### config.mk
export PLATFORM = sky130hd
export DESIGN_NAME = simd_divider
export DESIGN_NICKNAME = d
export VERILOG_FILES = /design/src/rtl/simd_divider.sv
export SDC_FILE = /design/constraint.sdc
export NUM_CORES = 1
export LEC_CHECK = 0
export ABC_AREA = 1
export BUFFER_PORTS_ARGS = -buffer_cell sky130_fd_sc_hd__buf_2
export CAP_MARGIN = 0
export CORE_ASPECT_RATIO = 1.75
export CORE_MARGIN = 10
export CORE_UTILIZATION = 59
export DETAILED_ROUTE_END_ITERATION = 8
export PLACE_DENSITY_LB_ADDON = 0.08
export SLEW_MARGIN = 20
export SYNTH_ARGS = -nofsm -noshare
export SYNTH_HDL_FRONTEND = slang
export SYNTH_SLANG_ARGS = --single-unit
### constraint.sdc
create_clock -name clk -period 2.5 [get_ports clk]
set_input_delay 0.25 -clock clk [delete_from_list [all_inputs] [get_ports clk]]
set_output_delay 0.25 -clock clk [all_outputs]
set_load 0.02 [all_outputs]
### src/rtl/simd_divider.sv
// simd_divider: iterative unsigned SIMD divider using restoring shift-subtract.
// Divides packed 8-bit operands as one int8 lane, two int4 lanes or four int2
// lanes. All lanes are processed in parallel, and no borrows cross lane boundaries.
//
// Ports:
//   clk, rst              clock and asynchronous active-high reset
//   in_valid / in_ready   operand handshake (accepted only in IDLE)
//   mode                  00 int8, 01 int4x2, 10 int2x4, 11 treated as 00
//   dividend, divisor     packed operand lanes
//   out_valid / out_ready result handshake (results held in DONE)
//   quotient, remainder   packed result lanes
//   div_by_zero           per-lane zero-divisor flag (bit i = lane i)
//
// Parameter STEPS_PER_CYCLE (1 or 2) sets the number of quotient bits resolved
// per lane per clock.
//
// Optional macro SIMD_DIVIDER_SIGNED_EN adds the signed_op input. When
// signed_op is 1, the lanes are two's complement: the divider works on the
// magnitudes and fixes up the signs in the final BUSY cycle.
module simd_divider #(
  parameter int STEPS_PER_CYCLE = 1
) (
  input  logic       clk,
  input  logic       rst,
  input  logic       in_valid,
  output logic       in_ready,
  input  logic [1:0] mode,
  input  logic [7:0] dividend,
  input  logic [7:0] divisor,
`ifdef SIMD_DIVIDER_SIGNED_EN
  input  logic       signed_op,
`endif
  output logic       out_valid,
  input  logic       out_ready,
  output logic [7:0] quotient,
  output logic [7:0] remainder,
  output logic [3:0] div_by_zero
);

  if (STEPS_PER_CYCLE != 1 && STEPS_PER_CYCLE != 2) begin : g_bad_steps
    $error("simd_divider: STEPS_PER_CYCLE must be 1 or 2");
  end

  typedef enum logic [1:0] {IDLE, BUSY, DONE} state_t;

  state_t     state;
  logic [1:0] mode_p0;   // lane layout of the operation in flight
  logic [7:0] acc_p0;    // dividend bits shift out the top; quotient bits shift in at the bottom
  logic [7:0] rem_p0;    // per-lane partial remainders
  logic [7:0] dvs_p0;
  logic [3:0] cnt_p0;
  logic [3:0] dz_p0;
  logic [1:0] mode_n;
  logic [15:0] step1, step2;
  logic [7:0] nxt_acc, nxt_rem, fin_q, fin_r;

  // One restoring step on every lane. A zero divisor always passes the trial
  // subtraction, so that lane naturally yields an all-ones quotient and a
  // remainder equal to the dividend.
  function automatic logic [15:0] div_step(input logic [7:0] r, input logic [7:0] q,
                                           input logic [7:0] d, input logic [1:0] m);
    logic [7:0] nr, nq;
    logic [8:0] t8;
    logic [4:0] t4;
    logic [2:0] t2;
    nr = r;
    nq = q;
    case (m)
      2'b01: begin
        for (int l = 0; l < 2; l++) begin
          t4 = {r[l*4 +: 4], q[l*4+3]} - {1'b0, d[l*4 +: 4]};
          nq[l*4 +: 4] = {q[l*4 +: 3], ~t4[4]};
          nr[l*4 +: 4] = t4[4] ? {r[l*4 +: 3], q[l*4+3]} : t4[3:0];
        end
      end
      2'b10: begin
        for (int l = 0; l < 4; l++) begin
          t2 = {r[l*2 +: 2], q[l*2+1]} - {1'b0, d[l*2 +: 2]};
          nq[l*2 +: 2] = {q[l*2], ~t2[2]};
          nr[l*2 +: 2] = t2[2] ? {r[l*2], q[l*2+1]} : t2[1:0];
        end
      end
      default: begin
        t8 = {r, q[7]} - {1'b0, d};
        nq = {q[6:0], ~t8[8]};
        nr = t8[8] ? {r[6:0], q[7]} : t8[7:0];
      end
    endcase
    return {nr, nq};
  endfunction

  function automatic logic [3:0] zero_lanes(input logic [7:0] v, input logic [1:0] m);
    case (m)
      2'b01:   return {2'b00, v[7:4] == 4'd0, v[3:0] == 4'd0};
      2'b10:   return {v[7:6] == 2'd0, v[5:4] == 2'd0, v[3:2] == 2'd0, v[1:0] == 2'd0};
      default: return {3'b000, v == 8'd0};
    endcase
  endfunction

`ifdef SIMD_DIVIDER_SIGNED_EN
  logic [3:0] qneg_p0, rneg_p0;
  logic [3:0] sd_n, ss_n, dz_n;

  function automatic logic [3:0] lane_msbs(input logic [7:0] v, input logic [1:0] m);
    case (m)
      2'b01:   return {2'b00, v[7], v[3]};
      2'b10:   return {v[7], v[5], v[3], v[1]};
      default: return {3'b000, v[7]};
    endcase
  endfunction

  function automatic logic [7:0] cond_neg(input logic [7:0] v, input logic [3:0] f,
                                          input logic [1:0] m);
    logic [7:0] o;
    o = v;
    case (m)
      2'b01: for (int l = 0; l < 2; l++) if (f[l]) o[l*4 +: 4] = ~v[l*4 +: 4] + 4'd1;
      2'b10: for (int l = 0; l < 4; l++) if (f[l]) o[l*2 +: 2] = ~v[l*2 +: 2] + 2'd1;
      default: if (f[0]) o = ~v + 8'd1;
    endcase
    return o;
  endfunction

  function automatic logic [7:0] fill_ones(input logic [7:0] v, input logic [3:0] f,
                                           input logic [1:0] m);
    logic [7:0] o;
    o = v;
    case (m)
      2'b01: for (int l = 0; l < 2; l++) if (f[l]) o[l*4 +: 4] = 4'hF;
      2'b10: for (int l = 0; l < 4; l++) if (f[l]) o[l*2 +: 2] = 2'h3;
      default: if (f[0]) o = 8'hFF;
    endcase
    return o;
  endfunction

  always_comb begin
    sd_n = signed_op ? lane_msbs(dividend, mode_n) : 4'd0;
    ss_n = signed_op ? lane_msbs(divisor, mode_n) : 4'd0;
    dz_n = zero_lanes(divisor, mode_n);
  end
`endif

  assign mode_n    = (mode == 2'b11) ? 2'b00 : mode;
  assign in_ready  = (state == IDLE) && !rst;
  assign out_valid = (state == DONE);

  always_comb begin
    step1 = div_step(rem_p0, acc_p0, dvs_p0, mode_p0);
    step2 = div_step(step1[15:8], step1[7:0], dvs_p0, mode_p0);
    if (STEPS_PER_CYCLE == 2) begin
      nxt_rem = step2[15:8];
      nxt_acc = step2[7:0];
    end else begin
      nxt_rem = step1[15:8];
      nxt_acc = step1[7:0];
    end
`ifdef SIMD_DIVIDER_SIGNED_EN
    // Negating |remainder| restores the dividend on zero-divisor lanes; the
    // quotient on those lanes is forced back to all ones.
    fin_q = fill_ones(cond_neg(nxt_acc, qneg_p0, mode_p0), dz_p0, mode_p0);
    fin_r = cond_neg(nxt_rem, rneg_p0, mode_p0);
`else
    fin_q = nxt_acc;
    fin_r = nxt_rem;
`endif
  end

  always_ff @(posedge clk or posedge rst) begin
    if (rst) begin
      state       <= IDLE;
      mode_p0     <= 2'b00;
      acc_p0      <= 8'd0;
      rem_p0      <= 8'd0;
      dvs_p0      <= 8'd0;
      cnt_p0      <= 4'd0;
      dz_p0       <= 4'd0;
      quotient    <= 8'd0;
      remainder   <= 8'd0;
      div_by_zero <= 4'd0;
`ifdef SIMD_DIVIDER_SIGNED_EN
      qneg_p0     <= 4'd0;
      rneg_p0     <= 4'd0;
`endif
    end else begin
      case (state)
        IDLE: begin
          if (in_valid) begin
            mode_p0 <= mode_n;
            rem_p0  <= 8'd0;
            dz_p0   <= zero_lanes(divisor, mode_n);
`ifdef SIMD_DIVIDER_SIGNED_EN
            acc_p0  <= cond_neg(dividend, sd_n, mode_n);
            dvs_p0  <= cond_neg(divisor, ss_n, mode_n);
            qneg_p0 <= (sd_n ^ ss_n) & ~dz_n;
            rneg_p0 <= sd_n;
`else
            acc_p0  <= dividend;
            dvs_p0  <= divisor;
`endif
            case (mode_n)
              2'b01:   cnt_p0 <= 4'(4 / STEPS_PER_CYCLE);
              2'b10:   cnt_p0 <= 4'(2 / STEPS_PER_CYCLE);
              default: cnt_p0 <= 4'(8 / STEPS_PER_CYCLE);
            endcase
            state <= BUSY;
          end
        end
        BUSY: begin
          acc_p0 <= nxt_acc;
          rem_p0 <= nxt_rem;
          cnt_p0 <= cnt_p0 - 4'd1;
          if (cnt_p0 == 4'd1) begin
            quotient    <= fin_q;
            remainder   <= fin_r;
            div_by_zero <= dz_p0;
            state       <= DONE;
          end
        end
        DONE: begin
          if (out_ready) state <= IDLE;
        end
        default: state <= IDLE;
      endcase
    end
  end

endmodule

==> results of run 1 <==
[state kept, by name, summed over array words and instances (netlist names)]
signal	cells
div_by_zero	4
state	2
cnt_p0	4
remainder	8
rem_p0	8
acc_p0	8
dvs_p0	8
mode_p0	2
quotient	8
dz_p0	4
[worst max path at each step]
stage                     slack [ns]       from            to  cells after the start
final                           0.19  acc_p0[5]     acc_p0[4]                     10
after global placement          0.23  acc_p0[7]  remainder[1]                     14
after floorplan                 0.50  acc_p0[7]     rem_p0[7]                     14
after CTS                       0.18  acc_p0[7]  remainder[1]                     14
after global routing            0.02  acc_p0[7]  remainder[1]                     14
after detailed placement        0.19  acc_p0[7]  remainder[1]                     14
[routing by layer]
layer | wire length (um) | vias to the layer above | global-route usage (%)
met5 | 0 | - | 0
met1 | 3760 | 1637 | 21.7
li1 | - | 1688 | -
met3 | 408 | 28 | 4.06
met4 | 377 | 0 | 10.4
met2 | 5570 | 79 | 37.5
[cells in the final DEF, fill, tap and decap left out, types with 8 or more instances in the layout]
master | Yosys | final
buf_4 | 2 | 8
o21ai_0 | 27 | 27
nand3_1 | 62 | 62
buf_2 | 5 | 43
o211ai_1 | 10 | 10
nand2_2 | 9 | 9
inv_1 | 75 | 74
nand2_1 | 167 | 167
ha_1 | 20 | 20
nor2_1 | 15 | 15
dfrtp_1 | 56 | 56
[through the flow]
step,setup WS [ns],instances
after global placement,0.228,622
after detailed placement,0.191,622
after floorplan,0.495,506
after CTS,0.180,629
after global routing,0.0167,629
final,0.190,629
[layout make-up]
| cell class | instances | area share [%] |
|---|---|---|
| Multi-Input combinational cell | 358 | 48.3 |
| Clock buffer | 6 | 1.75 |
| Inverter | 77 | 6.97 |
| Timing Repair Buffer | 51 | 6.64 |
| Tap cell | 80 | 2.41 |
| Sequential cell | 56 | 33.8 |
| Clock inverter | 1 | 0.121 |
[cells by family after synthesis]
| logic type | after synthesis |
|---|---|
| AO/OA/AOI/OAI | 53 |
| XOR/XNOR | 8 |
| adder cells (fa/ha/maj) | 27 |
| buffers and inverters | 92 |
| flip-flops | 56 |
| AND/OR/NAND/NOR | 270 |
==> metrics, run 1 <==
Buf/Inv on CP=2; ys flop type=dfrtp_1; Slowest-stage cell, CP=xnor2_1; CTS resizes=0; remaining antenna violation count=0; fraction of layout cells with a size suffix above 1=15.3%; Syn Area/Cell=7.48 um^2; die area=slightly above 10000 um^2; Max Transition Viols Final=0; multi-input logic area=2000 um^2; H-tree levels=2; number of synthesized flops with an enable pin=0; Placer Congestion=0.945; number of hold violations in the final report=0; Worst Setup Start Kind=register; TritonCTS buffer count=5; Die Ht=126 um; Detailed Routing Iterations Pass 1=4; setup TNS=0 ns; max_cap viols=0; Area contributors post-synth=dfrtp_1 37%, nand2_1 17%, nand3_1 8.2%; Slowest Stage Delay on Critical Path=0.43 ns; initial core utilization=roughly three fifths; status=complete, no violations; largest net degree at the start of global routing=35; IO Port Bufs=43; R2R Setup Slk=0.19 ns; first-pass GRT wire length=16800 um; area share of and/or/nand/nor cells after synthesis=31.8%; min Tclk post-route=2.31 ns; Final nets=about 600; antenna cells=0; mapped cell area=3780 um^2; Final Setup Violations=0; Rel. slew slack=53.2%; Req. time, crit path=2.68 ns; Initial DRC Count=between 200 and 250; reg-to-reg startpoint=acc_p0[5]; die width=80.5 um; total wire length=10100 um; DRC=0; fill count=589; GRT Util Overall=about a fifth; placed cell area=around 4100 um^2; hold crit path type=in -> async; initial antenna violation count=0; xor/xnor cell area share of the yosys netlist=approximately 1.9%; crit-path max FO=5; post-synthesis mux area share=0%; clk_skew=0.0151 ns; number of synthesized register bits=56; post-CTS setup buffer count=0; Layout area overhead=9.66%; Root Driver=clkbuf_8; number of synthesis warnings=0; Vias=3432; Sequential cell area=1400 um^2; adder-cell share of the synthesized area=10.3%; clk slew on worst S/H paths=0.10 ns; Worst EP arrival=~2.5 ns; combinational family with the most area after synthesis=simple AND/OR/NAND/NOR gates; cts hold-fix bufs=0; row cnt=38; TritonCTS clock tree=done; FF-to-FF End=acc_p0[4]; Yosys top cell area share=37.0%; RSZ-0062 raised after global routing=no; vias in the first global route=between 3000 and 4000; Top Ports=44; nature of the critical path endpoint=register; CTS Buffer Depth=2; post-synthesis cell type count=36; DR vias/cell=5.46; net count after synthesis=555; hold slack=around 0.039 ns; commonest cells in the netlist=167 x nand2_1, 75 x inv_1, 62 x nand3_1; CP Class=reg -> reg; fmax=~430 MHz; area leader, netlist=dfrtp_1; Worst Reg-to-Reg Cells=10; gate count of the mapped netlist=506; Slew @ Worst Pin=0.702 ns; Core ar.=6230 um^2; CP top delay family=adder cells; post-route clock period utilization=92.4%; Critical Path, Cell by Cell=inv_1 -> ha_1 -> inv_1 -> fa_1 -> xnor2_1 -> nor2_1 -> a21oi_1 -> nand2_1 -> nand2_1 -> o211ai_1; Async S/R FF share, synth=100%; fin util=66.6%; top-count cell post-synth=nand2_1; grt total ovfl=0; Sinks on Clock Net=56; HPWL after detailed placement=8080 um; post-route cell area=4150 um^2; post-synthesis compound-gate area fraction=9.00%; WL/cell=16.1 um; clk_lat worst skew=0.32 ns; sequential element share of the synthesized area=37.0%
Power of run 1 is not shown: default switching activity piles up to over one toggle a cycle in this logic, so the estimate is an artifact.
==> run 2, diff against run 1 <==
--- a/config.mk
+++ b/config.mk
@@ -5,7 +5,6 @@
 export SDC_FILE = /design/constraint.sdc
 export NUM_CORES = 1
 export LEC_CHECK = 0
-export ABC_AREA = 1
 export BUFFER_PORTS_ARGS = -buffer_cell sky130_fd_sc_hd__buf_2
 export CAP_MARGIN = 0
 export CORE_ASPECT_RATIO = 1.75
==> metrics, run 2 <==
grt total ovfl=0 (unchanged); IO Port Bufs=43 (unchanged); row cnt=38 (unchanged); initial antenna violation count=0 (unchanged); post-synthesis compound-gate area fraction=23.1% (+14 points); number of synthesis warnings=0 (unchanged); number of synthesized flops with an enable pin=0 (unchanged); first-pass GRT wire length=17600 um (+4.7%); commonest cells in the netlist=72 x nand2_1, 56 x dfrtp_1, 35 x o21ai_0; Area contributors post-synth=dfrtp_1 38%, nand2_1 7.3%, ha_1 6.8%; die area=9970 um^2 (-1.7%); top-count cell post-synth=nand2_1; post-route clock period utilization=100% (+7.9 points); nature of the critical path endpoint=register; Layout area overhead=24.1%; Die Ht=125 um (-0.91%); clk slew on worst S/H paths=0.11 ns (about the same); Placer Congestion=0.961 (+1.7%); Yosys top cell area share=37.9% (+0.81 points); WL/cell=19.0 um (+18%); Vias=3323 (-3.2%); Worst Setup Start Kind=register; HPWL after detailed placement=8210 um (+1.6%); Core ar.=6130 um^2 (-1.5%); CP Class=reg -> reg; Max Transition Viols Final=0 (unchanged); area share of and/or/nand/nor cells after synthesis=15.9% (-16 points); most frequent cells in the layout=72 x nand2_1, 54 x dfrtp_1, 50 x buf_4, 43 x buf_2, 28 x o21ai_0; TritonCTS buffer count=5 (unchanged); max_cap viols=0 (unchanged); met2 GRT Util=38.0% (+0.47 points); fraction of layout cells with a size suffix above 1=31.9% (+17 points); GR met1 Demand/Resource=24.3% (+2.6 points); TritonCTS clock tree=done; hold slack=0.126 ns (+0.0870 ns); Worst EP arrival=2.71 ns (+0.22 ns); min Tclk post-route=2.51 ns (+0.198 ns); post-route setup slack=-0.00814 ns (-0.198 ns); number of synthesized register bits=56 (unchanged); Rel. slew slack=53.9% (+0.76 points); mapped cell area=3700 um^2 (-2.2%); die width=79.9 um (-0.81%); Slew @ Worst Pin=0.685 ns (-0.0167 ns); clk_lat worst skew=0.32 ns (about the same); Top Ports=44 (unchanged); post-synthesis mux area share=2.67% (+2.7 points); Detailed Routing Iterations Pass 1=5 (+1); hold crit path type=in -> reg; total wire length=10700 um (+5.6%); vias in the first global route=3520 (+0.34%); initial core utilization=60.3% (-0.38 points); DR vias/cell=5.90 (+8.2%); sequential element share of the synthesized area=37.9% (+0.81 points); combinational family with the most area after synthesis=compound AO/OA/AOI/OAI gates; Syn Area/Cell=9.21 um^2 (+23%); Final nets=531 (-11%); fin util=74.9% (+8.3 points); number of hold violations in the final report=0 (unchanged); gate count of the mapped netlist=402 (-21%); Sinks on Clock Net=56 (unchanged); Final Setup Violations=1 (+1); grt met3 use=4.41% (+0.35 points); largest net degree at the start of global routing=36 (+2.9%); CTS Buffer Depth=2 (unchanged); net count after synthesis=451 (-19%); xor/xnor cell area share of the yosys netlist=3.75% (+1.9 points); area leader, netlist=dfrtp_1; remaining antenna violation count=0 (unchanged); Initial DRC Count=213 (+5.4%); fmax=399 MHz (-7.9%); most used routing layer=met2; ys flop type=dfrtp_1; Async S/R FF share, synth=100% (unchanged); status=finished, violations left; H-tree levels=2 (unchanged); antenna cells=0 (unchanged); commonest non-fill, non-tap cell in the layout=nand2_1; RSZ-0062 raised after global routing=yes; violated checks=negative setup slack; clk_skew=0.0137 ns (-0.00147 ns); adder-cell share of the synthesized area=10.5% (+0.23 points); fill count=448 (-24%); DRC=0 (unchanged); post-synthesis cell type count=67 (+86%); Root Driver=clkbuf_8; GRT Util Overall=22.1% (+1.2 points); Req. time, crit path=2.70 ns (+0.02 ns); crit-path max FO=7 (+2)
==> run 2: changes by cell type in the layout (fill, tap and decap cells not counted), moves of 9 or more <==
cell / delta
nand2_1: -95
nand3_1: -54
inv_1: -49
buf_4: +42
nand2_2: -9
nor3_1: +9
==> run 2: cells by family (layout without fill, tap and decap cells) <==
logic type / count (synthesis) / in the layout
adders and majority gates: 27 / 27
DFF: 56 / 56
and+or+nand+nor: 127 / 127
xor gates and xnor gates: 15 / 15
AOI/OAI and AO/OA: 117 / 117
muxes: 9 / 9
buffers and inverters: 51 / 132
==> run 2: worst paths after layout <==
check | start | end | slack (ns) | cells after the start
worst max-delay path | acc_p0[7] | remainder[1] | -0.008 | 10
worst min-delay path | out_ready | state[1] | 0.13 | 2
worst max register to register | acc_p0[7] | remainder[1] | -0.008 | 10
worst min register to register | quotient[7] | quotient[7] | 0.48 | 2
max in group asynchronous | rst | dvs_p0[0] | 1.45 | 4
min in group asynchronous | rst | dvs_p0[5] | 0.44 | 3
==> run 2: final cells by class <==
cell class                 instances  area [um^2]  share of cell area [%]
multi-input combinational        295         2240                    48.8
clock inverter                     1         30.0                   0.654
inverter                          29          109                    2.37
timing repair buffer              95          612                    13.3
clock buffer                       7         96.3                    2.10
tap                               80          100                    2.18
sequential                        56         1400                    30.6
==> run 2: stage by stage <==
| step | setup WS, ns | setup TNS (ns) | instance area (um^2) | cells |
|---|---|---|---|---|
| after detailed placement | -0.0855 | -0.291 | 4250 | 550 |
| after global placement | -0.0348 | -0.0646 | 4250 | 550 |
| after floorplan | 0.00894 | 0 | 3700 | 402 |
| after CTS | -0.000918 | -0.000918 | 4460 | 560 |
| final | -0.00814 | -0.00814 | 4590 | 563 |
| after global routing | -0.0884 | -0.636 | 4590 | 563 |
==> run 2: timing repair <==
action / CTS / global route
endpoints found under the setup margin: 16 / 20
hold endpoints to repair: 14 / 0
gates resized for setup: 16 / 28
pin swaps: 6 / 21
hold buffers: 1 / 0
setup buffers: 1 / 3
==> run 2: layer usage <==
layer | vias up | part of all wire [%]
li1 | 1573 | -
met1 | 1585 | 38
met2 | 127 | 52
met3 | 38 | 5.0
met5 | - | 0
met4 | 0 | 4.5
==> run 2: critical path, cell delays in order, from the launching register on <==
cell	delay [ns]
dfrtp_1	0.41
inv_2	0.10
ha_4	0.14
inv_2	0.03
fa_2	0.36
a211oi_4	0.27
o21ai_2	0.12
a311o_2	0.42
nand3_1	0.14
a31oi_2	0.12
mux2_4	0.28
Power of run 2 is left out for the same reason.
==> run 3, diff against run 2 <==
--- a/config.mk
+++ b/config.mk
@@ -9,7 +9,7 @@
 export CAP_MARGIN = 0
 export CORE_ASPECT_RATIO = 1.75
 export CORE_MARGIN = 10
-export CORE_UTILIZATION = 59
+export CORE_UTILIZATION = 60
 export DETAILED_ROUTE_END_ITERATION = 8
 export PLACE_DENSITY_LB_ADDON = 0.08
 export SLEW_MARGIN = 20
==> constraint.sdc (replaced) <==
create_clock -name clk -period 3.26 [get_ports clk]
set_input_delay 0.326 -clock clk [delete_from_list [all_inputs] [get_ports clk]]
set_output_delay 0.326 -clock clk [all_outputs]
set_load 0.02 [all_outputs]
==> metrics, run 3 (synthesized netlist as in run 2, its figures left out) <==
status=complete, no violations; grt total ovfl=0 (unchanged); GRT Util Overall=21.7% (-0.37 points); DR vias/cell=6.15 (+4.1%); post-route clock period utilization=89.9% (-10 points); clk_lat worst skew=0.33 ns (about the same); IO Port Bufs=43 (unchanged); reg-to-reg startpoint=acc_p0[7]; CP Class=reg -> reg; R2R Setup Slk=0.33 ns (+0.34 ns); Post-Place Worst Slack=0.387 ns (+0.473 ns); fmax=341 MHz (-14%); Die Ht=124 um (-0.70%); H-tree levels=2 (unchanged); first-pass GRT wire length=16800 um (-4.5%); Rel. slew slack=45.4% (-8.6 points); Slew @ Worst Pin=0.818 ns (+0.133 ns); Worst Setup Start Kind=register; Layout area overhead=9.20%; Critical Path, Cell by Cell=inv_1 -> ha_1 -> inv_1 -> fa_1 -> a211oi_2 -> o21ai_2 -> a311o_2 -> a211o_2 -> o31ai_1 -> o31ai_1; crit-path max FO=7 (unchanged); Core ar.=5930 um^2 (-3.4%); Initial DRC Count=253 (+19%); Max Transition Viols Final=0 (unchanged); Vias=3153 (-5.1%); TritonCTS clock tree=done; hold crit path type=in -> async; TritonCTS buffer count=5 (unchanged); RSZ-0062 raised after global routing=no; initial antenna violation count=0 (unchanged); remaining antenna violation count=0 (unchanged); placed cell area=3930 um^2 (-7.7%); Worst EP arrival=3.14 ns (+0.43 ns); Final Setup Violations=0 (-1); multi-input logic area=2070 um^2 (-7.6%); Slowest-stage cell, CP=a311o_2; clk slew on worst S/H paths=0.11 ns (about the same); Sinks on Clock Net=56 (unchanged); Req. time, crit path=3.47 ns (+0.77 ns); cts hold-fix bufs=0 (-1); FF-to-FF End=remainder[7]; Placed Cells=505 (-8.2%); DRC=0 (unchanged); post-CTS setup buffer count=0 (-1); fraction of layout cells with a size suffix above 1=18.4% (-13 points); WL/cell=19.7 um (+4.0%); max_cap viols=0 (unchanged); HPWL after detailed placement=7480 um (-8.9%); largest net degree at the start of global routing=40 (+11%); min Tclk post-route=2.93 ns (+0.424 ns); CTS resizes=0 (-16); die area=9830 um^2 (-1.3%); antenna cells=0 (unchanged); Slowest Stage Delay on Critical Path=0.50 ns (+0.08 ns); total wire length=10100 um (-5.2%); Final nets=483 (-9.0%); fill count=528 (+18%); post-route cell area=4040 um^2 (-12%); commonest non-fill, non-tap cell in the layout=nand2_1; initial core utilization=62.5% (+2.1 points); Final Non-Filler Cells=513 (-8.9%); Root Driver=clkbuf_8; vias in the first global route=3328 (-5.5%); CTS Buffer Depth=2 (unchanged); CP Capture Point=remainder[7]; Worst Reg-to-Reg Cells=10 (unchanged); number of hold violations in the final report=0 (unchanged); worst setup path start=acc_p0[7]; Placer Congestion=0.897 (-6.6%); Detailed Routing Iterations Pass 1=5 (unchanged); nature of the critical path endpoint=register; clk_skew=0.0172 ns (+0.00353 ns); post-route setup slack=0.328 ns (+0.336 ns); Sequential cell area=1400 um^2 (-0.18%); die width=79.4 um (-0.63%); setup TNS=0 ns (+0.00814 ns); Top Ports=44 (unchanged); most frequent cells in the layout=72 x nand2_1, 56 x dfrtp_1, 43 x buf_2, 35 x o21ai_0, 28 x inv_1; row cnt=37 (-2.6%)
run 3: cell count changes in the layout (fill, tap and decap cells not counted), sizes merged:
cell         change
buf             -47
clkbuf           -2
clkinv           +2
dlygate4sd3      -1
run 3: per-layer routing:
layer  share of wire [%]  global-route usage [%]  up-vias
li1                    -                       -     1482
met1                  39                    24.3     1514
met2                  51                    37.6      122
met3                 5.8                    4.47       35
met4                 4.4                    11.7        0
met5                   0                       0        -
run 3: final cells by class:
| type | count | area share, % |
|---|---|---|
| Inverter | 29 | 2.69 |
| Clock buffer | 5 | 1.70 |
| Clock inverter | 3 | 1.18 |
| Tap cell | 78 | 2.41 |
| Sequential cell | 56 | 34.7 |
| Timing Repair Buffer | 47 | 6.07 |
| Multi-Input combinational cell | 295 | 51.3 |
run 3: worst min path at each step:
| stage | start | to | slack (ns) |
|---|---|---|---|
| 2_1_floorplan | divisor[0] | dvs_p0[0] | 0.43 |
| 3_3_place_gp | quotient[5] | quotient[5] | 0.45 |
| 3_5_place_dp | div_by_zero[3] | div_by_zero[3] | 0.46 |
| 4_1_cts | rst | rem_p0[3] | 0.17 |
| 5_1_grt | out_ready | state[1] | 0.18 |
| 6_report | rst | rem_p0[0] | 0.15 |
run 3: metrics by stage:
| stage | util, % | hold WS, ns |
|---|---|---|
| 2_1_floorplan | - | 0.431 |
| 3_3_place_gp | 66.2 | 0.455 |
| 3_5_place_dp | 66.2 | 0.461 |
| 4_1_cts | 68.2 | 0.175 |
| 5_1_grt | 68.2 | 0.180 |
| 6_report | 68.2 | 0.154 |
run 3: critical path: cells and delay by family, from the launching register on:
| family | cells | cell delay [ns] |
|---|---|---|
| AO/OA/AOI/OAI | 6 | 1.56 |
| flip-flops | 1 | 0.42 |
| buffers and inverters | 2 | 0.21 |
| adder cells (fa/ha/maj) | 2 | 0.61 |
Power of run 3 is left out for the same reason.
